--- src/rtl/gestor_pkg.sv ---
// Shared constants and state encoding for the plant-needs manager.
package gestor_pkg;

  localparam int MAX_NIVEL = 7;
  localparam int NIVEL_W   = 3;
  localparam int CNT_W     = 8;

  localparam int DEF_PER_HUM = 10;
  localparam int DEF_PER_NUT = 15;
  localparam int DEF_PER_ENE = 20;
  localparam int DEF_PER_MAN = 25;
  localparam int DEF_PER_POD = 30;
  localparam int DEF_PER_REC = 5;

  typedef enum logic {
    ACTIVO = 1'b0,
    REPOSO = 1'b1
  } estado_t;

endpackage

--- src/rtl/canal_necesidad.sv ---
// One need level (0..MAX_NIVEL) with its own tick-driven decay counter.
module canal_necesidad
  import gestor_pkg::*;
#(
  parameter int PERIOD = DEF_PER_HUM
) (
  input  logic               clk,
  input  logic               rst,
  input  logic               tick,
  input  logic               inc,
  input  logic               hold,
  input  logic               reload,
  output logic [NIVEL_W-1:0] level
);

  localparam logic [CNT_W-1:0]   PER = CNT_W'(PERIOD);
  localparam logic [NIVEL_W-1:0] MAX = NIVEL_W'(MAX_NIVEL);

  logic [CNT_W-1:0] cnt;
  logic             decay;

  assign decay = tick && !hold && (cnt == CNT_W'(1));

  // An increment wins over a coincident decay; either one reloads the counter only once.
  always_ff @(posedge clk) begin
    if (rst) begin
      cnt   <= PER;
      level <= MAX;
    end else begin
      if (reload || decay || (inc && !hold))
        cnt <= PER;
      else if (tick && !hold)
        cnt <= cnt - CNT_W'(1);

      if (inc) begin
        if (level != MAX)
          level <= level + NIVEL_W'(1);
      end else if (decay && (level != '0)) begin
        level <= level - NIVEL_W'(1);
      end
    end
  end

endmodule

--- src/rtl/gestor_necesidades.sv ---
// Five need channels plus the awake/asleep FSM and the energy recovery counter.
module gestor_necesidades
  import gestor_pkg::*;
#(
  parameter int PER_HUM = DEF_PER_HUM,
  parameter int PER_NUT = DEF_PER_NUT,
  parameter int PER_ENE = DEF_PER_ENE,
  parameter int PER_MAN = DEF_PER_MAN,
  parameter int PER_POD = DEF_PER_POD,
  parameter int PER_REC = DEF_PER_REC
) (
  input  logic               clk,
  input  logic               rst,
  input  logic               tick,
  input  logic               btn_regar,
  input  logic               btn_alimentar,
  input  logic               btn_sol,
  input  logic               btn_limpiar,
  input  logic               btn_podar,
  input  logic               btn_dormir,
  output logic [NIVEL_W-1:0] humedad,
  output logic [NIVEL_W-1:0] nutricion,
  output logic [NIVEL_W-1:0] energia,
  output logic [NIVEL_W-1:0] mantenimiento,
  output logic [NIVEL_W-1:0] podado,
  output logic               reposando
);

  localparam logic [CNT_W-1:0] REC = CNT_W'(PER_REC);

  estado_t          state, state_next;
  logic [CNT_W-1:0] rec_cnt;
  logic             activo, cambio, rec_event, inc_ene;

  assign activo    = (state == ACTIVO);
  assign cambio    = (state_next != state);
  assign rec_event = !activo && tick && (rec_cnt == CNT_W'(1));
  assign inc_ene   = activo ? btn_sol : rec_event;
  assign reposando = (state == REPOSO);

  always_ff @(posedge clk) begin
    if (rst) begin
      state   <= ACTIVO;
      rec_cnt <= REC;
    end else begin
      state <= state_next;
      if (cambio || rec_event)
        rec_cnt <= REC;
      else if (!activo && tick)
        rec_cnt <= rec_cnt - CNT_W'(1);
    end
  end

  // Waking is automatic one cycle after energia has been registered at full.
  always_comb begin
    state_next = state;
    case (state)
      ACTIVO:  if (btn_dormir) state_next = REPOSO;
      REPOSO:  if (btn_dormir || (energia == NIVEL_W'(MAX_NIVEL))) state_next = ACTIVO;
      default: state_next = ACTIVO;
    endcase
  end

  canal_necesidad #(.PERIOD(PER_HUM)) u_hum (
    .clk(clk), .rst(rst), .tick(tick), .inc(activo && btn_regar),
    .hold(1'b0), .reload(1'b0), .level(humedad)
  );

  canal_necesidad #(.PERIOD(PER_NUT)) u_nut (
    .clk(clk), .rst(rst), .tick(tick), .inc(activo && btn_alimentar),
    .hold(1'b0), .reload(1'b0), .level(nutricion)
  );

  canal_necesidad #(.PERIOD(PER_ENE)) u_ene (
    .clk(clk), .rst(rst), .tick(tick), .inc(inc_ene),
    .hold(!activo), .reload(cambio), .level(energia)
  );

  canal_necesidad #(.PERIOD(PER_MAN)) u_man (
    .clk(clk), .rst(rst), .tick(tick), .inc(activo && btn_limpiar),
    .hold(1'b0), .reload(1'b0), .level(mantenimiento)
  );

  canal_necesidad #(.PERIOD(PER_POD)) u_pod (
    .clk(clk), .rst(rst), .tick(tick), .inc(activo && btn_podar),
    .hold(1'b0), .reload(1'b0), .level(podado)
  );

endmodule

--- config.mk ---
export PLATFORM = sky130hd
export DESIGN_NAME = gestor_necesidades
export DESIGN_NICKNAME = d
export VERILOG_FILES = /design/src/rtl/gestor_pkg.sv /design/src/rtl/canal_necesidad.sv /design/src/rtl/gestor_necesidades.sv
export SDC_FILE = /design/constraint.sdc
export NUM_CORES = 1
export LEC_CHECK = 0
export CORE_MARGIN = 3
export CORE_UTILIZATION = 40
export CTS_CLUSTER_SIZE = 40
export DETAILED_ROUTE_END_ITERATION = 10
export PLACE_DENSITY = 0.64
export SETUP_SLACK_MARGIN = 0.15
export SYNTH_ARGS = -nofsm -noshare
export SYNTH_HDL_FRONTEND = slang
export SYNTH_HIERARCHICAL = 1
export SYNTH_SLANG_ARGS = --single-unit
export TNS_END_PERCENT = 30
--- constraint.sdc ---
create_clock -name clk -period 4.2 [get_ports clk]
set_input_delay 0.63 -clock clk [delete_from_list [all_inputs] [get_ports clk]]
set_output_delay 0.63 -clock clk [all_outputs]
set_load 0.01 [all_outputs]
Word level (Yosys, flattened, before mapping)
Index checks and enable logic that the tools add are counted.
- $add $sub $neg: 16
- equal/unequal tests: 18
- mux-type cells: 19
- bitwise gates (word level): 1
- reductions and logical operators: 48
- operators by type and width (operator ; number):
    $eq A8 B1 Y1 const B ; 6
    $sub A8 B1 Y8 const B ; 6
    $mux W3 ; 15
    $logic_and A1 B1 Y1 ; 18
    $add A3 B1 Y3 const B ; 5
    $ne A3 B3 Y1 const B ; 5
    $reduce_bool A3 Y1 ; 5
    $sub A3 B1 Y3 const B ; 5
    $reduce_or A2 Y1 ; 6
    $ne A2 B2 Y1 const B ; 5
    $reduce_and A2 Y1 ; 5
    $reduce_bool A2 Y1 ; 5
    $logic_or A1 B1 Y1 ; 8
    $eq A3 B3 Y1 const B ; 1
    $mux W1 ; 3
    $pmux W1 S2 ; 1
    $logic_not A1 Y1 ; 1
    $ne A1 B1 Y1 ; 1
    $not A1 Y1 ; 1
- register bits after elaboration: 64
- logic and storage cells: 114

Depth between registers and ports, before layout
Gate-level depths: netlist of run 1.
- depth in word-level cells: 8
- mapped depth: 12
- mapped depth without buffers: 11

Modules after synthesis
Netlist of run 1, hierarchy kept.
- modules (own cells, without submodules) (module ; times used ; cells each ; area an instance (um2) ; seq. area each (um2)):
    canal_necesidad (u_nut ...) ; 2 ; 73 ; 620.6 ; 220.2
    canal_necesidad (u_hum) ; 1 ; 74 ; 636.9 ; 220.2
    canal_necesidad (u_ene) ; 1 ; 73 ; 634.4 ; 220.2
    canal_necesidad (u_man) ; 1 ; 72 ; 633.1 ; 220.2
    gestor_necesidades ; 1 ; 65 ; 603.1 ; 180.2

Least setup slack after synthesis of run 1
Ideal clock, no wire load.
- path kind: register to register
- from: reg state, in the netlist reposando
- to: reg u_ene.level[2]
- setup time: 122 ps
- data arrival time: 2650 ps
- setup slack: 1428 ps
- cell stages (with the launch flop): 10
- clock period less this slack: 2772 ps
- cells stage by stage: dfxtp_1 nand4b_1 nor3_4 a21o_1 clkbuf_1 inv_1 fa_1 a211oi_1 nor2_1 a311o_1
- RTL lines (what ; RTL line ; text):
    from (decl) ; gestor_necesidades.sv:31 ; estado_t state, state_next;
    from (signal assigned) ; gestor_necesidades.sv:46 ; state <= state_next;
    $logic_and A1 B1 Y1 (2 in a row) ; gestor_necesidades.sv:37 ; assign rec_event = !activo && tick && (rec_cnt == CNT_W'(1));
    $mux W1 * ; gestor_necesidades.sv:38 ; assign inc_ene = activo ? btn_sol : rec_event;
    via inc_ene ; gestor_necesidades.sv:33 ; logic activo, cambio, rec_event, inc_ene;
    $ne A2 B2 Y1 (no line) or $reduce_bool A2 Y1 (tied branches) ; -- ;
    $reduce_and A2 Y1 (no line) ; -- ;
    to (signal assigned) ; canal_necesidad.sv:37 ; level <= level + NIVEL_W'(1);
    to (signal assigned) ; canal_necesidad.sv:39 ; level <= level - NIVEL_W'(1);
    to (decl) ; canal_necesidad.sv:13 ; output logic [NIVEL_W-1:0] level
The timed path passes the listed nets; every way through them passes the cells marked *.
A chain may end at the register's enable or synchronous reset.

Worst setup path after layout of run 1
- from: in tick
- to: reg u_ene.level[2]
- word-level cells in the longest chain between the ends: 5
- RTL lines (what ; RTL line ; text):
    from (decl) ; gestor_necesidades.sv:14 ; input logic tick,
    $logic_and A1 B1 Y1 * (2 in a row) ; gestor_necesidades.sv:37 ;
    $mux W1 * ; gestor_necesidades.sv:38 ;
    via inc_ene ; gestor_necesidades.sv:33 ;
    $ne A2 B2 Y1 (no line) or $reduce_bool A2 Y1 (tied branches) ; -- ;
    $reduce_and A2 Y1 (no line) ; -- ;
Marks and branches as above.

==> results.toml, run 1 <==
[detailed_routing]
viasPerCell = 5.34
drc = 0
postRouteAntennaNets = 0
dr.first_iter.drc_count = 95
drtPass1Iterations = 4
wl_per_cell_um = 12.4
vias = 3166
totalWireLength_um = 7340

[setup_path]
cp_cell_sequence = "clkdlybuf4s50_1, nand4b_1, nor3_4, a21o_1, inv_1, fa_1, a211oi_1, nor2_1, a311o_1"
startpoint_type = "primary input"
endpoint_kind = "flop"
arrival_ns = 3.24
crit_slowest_cell = "fa_1"
crit_cells = 9
slowest_delay_ns = 0.48
cp_top_family = "compound AO/OA/AOI/OAI gates"
worstPathBufferInverterCount = 2
cp_max_fo = 8
worstPathRequired_ns = 4.42
criticalPathCategory = "in2reg"
reg2reg_depth = 9

[synthesis]
synth-edff-count = 0
syn-mean-instance-area_um2 = 8.72
synth_cell_types = 54
synth.cell_area_um2 = 3750
synthCells = 430
seq_area_frac_synth_pct = 34.2
ys.flop_type = "dfxtp_1"
synth_warnings = 6
async_flop_share_pct = 0
synth_seq_cells = 64

[clock_network]
cts_setup_buffers = 0
cts_max_level = 3
ctsResizeCount = 0
cts_tree = "done"
ctsRootBufferMaster = "clkbuf_8"
clk_path_buf_depth = 2
cts_made_buffers = 9
worstSkewPairLatency_ns = 0.33
ctsHoldBuffers = 0
cts.clk_slew.worst_paths_ns = 0.07
cts_sinks = 64

[grt]
track_usage_pct = 15.0
grt_pass1_vias = 2867
antenna_found_initial = 0
grt_overflow = 0
grt_max_degree = 23
grt_pass1_wl_um = 12800

[worst_hold_path]
min_path_type = "reg2reg"
min_path_cells = 2

[timing]
hold_viol_final = 0
min_period_over_period_pct = 71.9
finClkSkew_ns = 0.00849
finalCriticalPeriod_ns = 3.02
hold_ws_ns = 0.474
setup_slack_ns = 1.18
fmax_mhz = 331
setup_viol = 0
slew_headroom_pct = 40.8
finalMaxSlewViolations = 0
rsz0062_at_grt = "no"
worst_pin_slew_ns = 0.885
fin_tns_setup_ns = 0

[power_and_ir_drop]
vdd_drop_max_uv = 171
power.density_nw_per_um2 = 326
finalPower_mw = 1.43
power_leakage_nw = 1.58

[layout]
n_fill_cell = 851
areaGrowthSynthToFinish_pct = 16.8
nets = 507
fin_area_um2 = 4380
multi_input_area_um2 = 2410
final_cell_mix = "nor2_1 (66), dfxtp_1 (64), inv_1 (28), nand2_1 (27), clkdlybuf4s50_1 (24)"
diodes = 0
regArea_um2 = 1280
final_cells = 593
drive_gt1_share_pct = 8.45
final_common_cell = "nor2_1"
utilization_pct = 49.2

[run]
maxCapViolCount = 0

[place]
hpwl_um = 5260
placedCellCount = 578
dp_slack_ns = 0.871
post_dp_cell_area_um2 = 4190
gp_congestion = 0.793
io_buffer_count = 24

[floorplanning]
core-area_um2 = 8890
core.rowCount = 34
die_h_um = 103
fp.dieW_um = 103
fp.dieArea_um2 = 10600
initial_utilization_pct = 42.2
io_pins = 25

[status]
status = "completed"
[worst reg2reg max path, delay by kind of cell (launching register included)]
family / cells / cell delay, ns
DFF: 1 / 0.54
buffers and inverters: 1 / 0.11
adders and majority gates: 2 / 0.70
AOI/OAI and AO/OA: 3 / 0.86
and+or+nand+nor: 3 / 0.68
[cell usage after synthesis, types with 6 or more instances]
cell type / instances / area, um^2
a21o_1: 6 / 45.0
mux2i_1: 19 / 190
a211oi_1: 8 / 60.1
ha_1: 12 / 150
inv_1: 28 / 105
a31oi_1: 9 / 56.3
xnor2_1: 11 / 96.3
nand3_1: 16 / 80.1
dfxtp_1: 64 / 1280
nand4bb_1: 6 / 67.6
a311o_1: 7 / 70.1
nor2_1: 66 / 248
o31ai_1: 6 / 45.0
nor4_1: 10 / 62.6
nor2b_1: 13 / 81.3
a21oi_1: 18 / 90.1
nand2_1: 27 / 101
o21ai_0: 10 / 50.1
[final cells by class]
type | instances | share of cell area [%]
multi-input cells | 351 | 55.0
flip-flops and latches | 64 | 29.3
repair buffers | 27 | 6.00
clock buffers | 11 | 3.23
well taps | 108 | 3.09
inverters | 28 | 2.40
clock inverters | 4 | 1.03
[path summary, 6_finish.rpt]
kind	startpoint	to	slack, ns
max	tick	u_ene/level[2]	1.18
min	u_pod/cnt[7]	u_pod/cnt[7]	0.47
max reg2reg	rec_cnt[0]	u_ene/level[2]	1.19
min reg2reg	u_pod/cnt[7]	u_pod/cnt[7]	0.47
[power breakdown]
| part | switching, mW | total (mW) | internal [mW] |
|---|---|---|---|
| clock | 0.225 | 0.509 | 0.284 |
| sequential | 0.0424 | 0.674 | 0.632 |
| combinational | 0.123 | 0.243 | 0.120 |
[cell families (layout without fill, tap and decap cells)]
family / Yosys count / after routing / synth area share, %
compound gates: 88 / 88 / 16.0
xor+xnor: 16 / 16 / 3.74
fa+ha+maj: 17 / 17 / 6.68
buf+inv: 34 / 70 / 3.54
flops: 64 / 64 / 34.2
mux: 19 / 19 / 5.07
other cells: 1 / 20 / 0.100
simple gates: 191 / 191 / 30.7
[metal layers]
metal / track usage [%] / up-vias / wire length [um]
li1: - / 1635 / -
met1: 19.4 / 1481 / 3590
met2: 24.6 / 40 / 3460
met3: 2.84 / 10 / 170
met4: 6.57 / 0 / 122
met5: 0 / - / 0
[flip-flops by register name, indices dropped and copies added, names as in the netlist, 8 cells and up]
name and cells:
u_ene/cnt 8, u_nut/cnt 8, u_hum/cnt 8, u_man/cnt 8, rec_cnt 8, u_pod/cnt 8
Power figures use the tool's default switching activity.
==> inputs of run 2 (changes only) <==
clock period = 2.9 ns   (was 4.2 ns; I/O delays follow)
==> run 2 against run 1 <==
Net effect: worst setup slack worse by 0.79 ns; first-iteration DRC count up 58%; worst hold slack worse by 0.0045 ns; global-route usage up 0.093 points; final cell count up 1.5%; critical path type is now reg2reg; die area unchanged; combinational power up 48%; routed wire length up 1.3%; sequential share of layout area down 0.55 points; final area up 2.0%; clock skew up 0.0016 ns; sequential cell count unchanged.
==> results.toml, run 2 (synthesized netlist as in run 1, its figures left out) <==
[status]
status = "completed"

[clock_network]
cts.clk_slew.worst_paths_ns = 0.07
ctsResizeCount = 0
clk_path_buf_depth = 2
cts_setup_buffers = 0
cts_tree = "done"
ctsHoldBuffers = 0
cts_max_level = 3
ctsRootBufferMaster = "clkbuf_8"
worstSkewPairLatency_ns = 0.33
cts_sinks = 64
cts_made_buffers = 9

[setup_path]
cp_max_fo = 8
slowest_delay_ns = 0.58
crit_slowest_cell = "or4_4"
arrival_ns = 2.74
endpoint_kind = "flop"
startpoint_type = "flop"
cp_cell_sequence = "or4_4, nor3_4, a21o_1, inv_1, fa_1, a211oi_1, nor2_1, a311o_1"
worstPathBufferInverterCount = 1
worstPathRequired_ns = 3.13
criticalPathCategory = "reg2reg"
regToRegStartpoint = "rec_cnt[3]"
cp_top_family = "simple AND/OR/NAND/NOR gates"
crit_start = "rec_cnt[3]"

[layout]
final_common_cell = "nor2_1"
diodes = 0
drive_gt1_share_pct = 9.92
nets = 515
n_fill_cell = 842
fin_area_um2 = 4470
areaGrowthSynthToFinish_pct = 19.1
final_cell_mix = "nor2_1 (66), dfxtp_1 (63), inv_1 (28), nand2_1 (27), clkdlybuf4s50_1 (24)"
utilization_pct = 50.2

[power_and_ir_drop]
power.density_nw_per_um2 = 487
power_leakage_nw = 1.63
vdd_drop_max_uv = 232
finalPower_mw = 2.17

[grt]
antenna_found_initial = 0
track_usage_pct = 15.1
grt_max_degree = 34
grt_pass1_wl_um = 13000
grt_overflow = 0
grt_pass1_vias = 3003

[detailed_routing]
drtPass1Iterations = 4
vias = 3153
dr.first_iter.drc_count = 150
viasPerCell = 5.24
postRouteAntennaNets = 0
drc = 0
wl_per_cell_um = 12.3
totalWireLength_um = 7430

[timing]
fmax_mhz = 398
worst_pin_slew_ns = 0.548
min_period_over_period_pct = 86.7
hold_viol_final = 0
slew_headroom_pct = 63.0
finalMaxSlewViolations = 0
finClkSkew_ns = 0.0101
finalCriticalPeriod_ns = 2.51
rsz0062_at_grt = "no"
fin_tns_setup_ns = 0
setup_slack_ns = 0.387
setup_viol = 0

[place]
dp_slack_ns = 0.118
io_buffer_count = 24
gp_congestion = 0.777
hpwl_um = 5380
post_dp_cell_area_um2 = 4250

[floorplanning]
io_pins = 25
core.rowCount = 34
initial_utilization_pct = 42.2
fp.dieW_um = 103
fp.dieArea_um2 = 10600
die_h_um = 103
core-area_um2 = 8890

[run]
maxCapViolCount = 0

[worst_hold_path]
min_path_type = "reg2reg"
hp-start = "u_ene/cnt[7]"
run 2: cell count changes in the layout (fill, tap and decap cells not counted), sizes merged:
cell	before	now
bufinv	1	2
buf	3	11
clkbuf	11	13
clkinv	3	1
run 2: through the flow:
stage          instances  hold slack (ns)
2_1_floorplan        449            0.444
3_3_place_gp         586            0.454
3_5_place_dp         586            0.461
4_1_cts              602            0.472
5_1_grt              602            0.509
6_report             602            0.470
run 2: worst min-delay path, cell delays in order (launching register included):
cell	delay, ns
dfxtp_1	0.32
nand2_1	0.06
a21oi_1	0.05
run 2: path summary, 6_finish.rpt:
kind	endpoint	slack, ns	depth (start not counted)
setup reg to reg	u_ene/level[2]	0.39	8
hold / removal	u_ene/cnt[7]	0.47	2
setup / recovery	u_ene/level[2]	0.39	8
hold reg to reg	u_ene/cnt[7]	0.47	2
run 2: routing by layer:
| layer | global-route usage (%) | routed length, um |
|---|---|---|
| met1 | 19.2 | 3640 |
| met2 | 25.4 | 3520 |
| met3 | 4.47 | 220 |
| met4 | 3.59 | 49 |
| met5 | 0 | 0 |
run 2: area by class of cell:
| class | count | area, um^2 | area share [%] |
|---|---|---|---|
| Timing Repair Buffer | 35 | 323 | 7.23 |
| Clock buffer | 13 | 149 | 3.33 |
| Clock inverter | 3 | 65.1 | 1.46 |
| Sequential cell | 64 | 1280 | 28.7 |
| Tap cell | 108 | 135 | 3.03 |
| Multi-Input combinational cell | 351 | 2410 | 53.9 |
| Inverter | 28 | 105 | 2.35 |
run 2: report_power, final:
part / total [mW] / internal [mW] / switching, mW
combinational: 0.360 / 0.182 / 0.177
clock: 0.839 / 0.508 / 0.331
sequential: 0.976 / 0.915 / 0.0610
==> inputs of run 3 (changes only) <==
CAP_MARGIN = 15   (was not set)
clock period = 2.51 ns   (was 2.9 ns; I/O delays follow)
==> run 3 against run 2 <==
Net effect: total power increased by 20%; maximum frequency rose by 8.4%; die area is the same; count of clock-buffer cells in the layout down 3; final cell count rose by 1.2%; routed wire length up 4.4%; clock skew barely moved.
==> results.toml, run 3 (synthesized netlist as in run 1, its figures left out) <==
[timing]
finalMaxSlewViolations = 0
hold_ws_ns = 0.469
worst_pin_slew_ns = 0.595
slew_headroom_pct = 60.2
min_period_over_period_pct = 92.4
hold_viol_final = 0
setup_viol = 0
finalCriticalPeriod_ns = 2.32
finClkSkew_ns = 0.00970
fmax_mhz = 431
rsz0062_at_grt = "yes"

[floorplanning]
fp.dieArea_um2 = 10600
fp.dieW_um = 103
io_pins = 25
initial_utilization_pct = 42.2
core.rowCount = 34
die_h_um = 103
core-area_um2 = 8890

[clock_network]
cts_tree = "done"
ctsHoldBuffers = 0
cts_max_level = 3
cts.clk_slew.worst_paths_ns = 0.07
clk_path_buf_depth = 2
cts_sinks = 64
cts_made_buffers = 9
worstSkewPairLatency_ns = 0.34
ctsRootBufferMaster = "clkbuf_8"

[grt]
grt_pass1_wl_um = 13200
track_usage_pct = 15.4
grt_pass1_vias = 2984
antenna_found_initial = 0
grt_max_degree = 21
grt_overflow = 0

[power_and_ir_drop]
p_clk_share_pct = 40.5
power_leakage_nw = 1.67
swShare_pct = 26.1
vdd_drop_max_uv = 310
seq_power_share_pct = 43.3
power.density_nw_per_um2 = 574
intPower_mw = 1.93
p_sw_uw = 683
p_comb_share_pct = 16.2

[layout]
areaGrowthSynthToFinish_pct = 21.5
nets = 522
fin_area_um2 = 4560
diodes = 0
final_common_cell = "nor2_1"
final_cell_mix = "nor2_1 (66), dfxtp_1 (60), nand2_1 (27), inv_1 (26), clkdlybuf4s50_1 (24)"
utilization_pct = 51.2
drive_gt1_share_pct = 13.0

[detailed_routing]
totalWireLength_um = 7760
viasPerCell = 5.21
drtPass1Iterations = 4
dr.first_iter.drc_count = 83
vias = 3170
wl_per_cell_um = 12.7
postRouteAntennaNets = 0
drc = 0

[setup_path]
criticalPathCategory = "reg2reg"
cp_max_fo = 4
endpoint_kind = "flop"
arrival_ns = 2.54
worstPathRequired_ns = 2.73
startpoint_type = "flop"

[worst_hold_path]
min_path_type = "reg2reg"

[place]
gp_congestion = 0.768
io_buffer_count = 24
hpwl_um = 5690
post_dp_cell_area_um2 = 4300

[run]
maxCapViolCount = 0

[status]
status = "completed"
[run 3: changes by cell type in the layout (fill, tap and decap cells not counted), moves of 2 or more]
cell and change:
dfxtp_1 -3, buf_4 +7, dfxtp_2 +2, inv_1 -2, clkbuf_1 -2
[run 3: power groups by stage]
stage               Combinational [mW]  Sequential (mW)  Clock, mW
floorplan                        0.257             1.16          0
global placement                 0.413             1.15          0
detailed placement               0.421             1.16          0
CTS                              0.425             1.13       1.09
global route                     0.476             1.14       1.13
finish                           0.423             1.13       1.06
[run 3: cell type report]
type | count | area [um^2]
clock inverter | 6 | 108
clock buffer | 10 | 128
multi-input combinational | 351 | 2410
timing repair buffer | 42 | 375
fill | 816 | 4340
sequential | 64 | 1290
inverter | 28 | 108
tap | 108 | 135
[run 3: path summary, 6_finish.rpt]
check,start,endpoint,slack [ns],cells after the start
setup / recovery,rec_cnt[3],u_ene/level[2],0.19,9
hold reg to reg,u_ene/cnt[7],u_ene/cnt[7],0.47,2
hold / removal,u_ene/cnt[7],u_ene/cnt[7],0.47,2
setup reg to reg,rec_cnt[3],u_ene/level[2],0.19,9
[run 3: worst max-delay path: stages, from the launching register on]
cell     delay (ns)
dfxtp_1        0.32
or4_4          0.56
nor3_4         0.14
a21o_1         0.17
inv_4          0.04
fa_2           0.37
a21o_1         0.18
o21ai_1        0.07
a21oi_1        0.05
a311o_1        0.31
[run 3: stage by stage]
step / worst slack [ns] / instances / power, mW / setup TNS, ns
after floorplan: 0.0561 / 449 / 1.41 / 0
after global placement: 0.0280 / 591 / 1.57 / 0
after detailed placement: -0.0175 / 591 / 1.58 / -0.0175
after CTS: 0.158 / 609 / 2.65 / 0
after global routing: 0.0902 / 609 / 2.75 / 0
final: 0.192 / 609 / 2.61 / 0
[run 3: per-layer routing]
layer / up-vias / wire (um) / GRT usage, %
li1: 1665 / - / -
met1: 1481 / 3800 / 19.5
met2: 22 / 3760 / 25.9
met3: 2 / 161 / 3.92
met4: 0 / 42 / 4.78
met5: - / 0 / 0
[run 3: timing repair]
item / CTS / global route
pin swaps: 4 / 0
setup endpoints to repair: 1 / 1
setup buffers: 2 / 0
gates resized for setup: 0 / 3
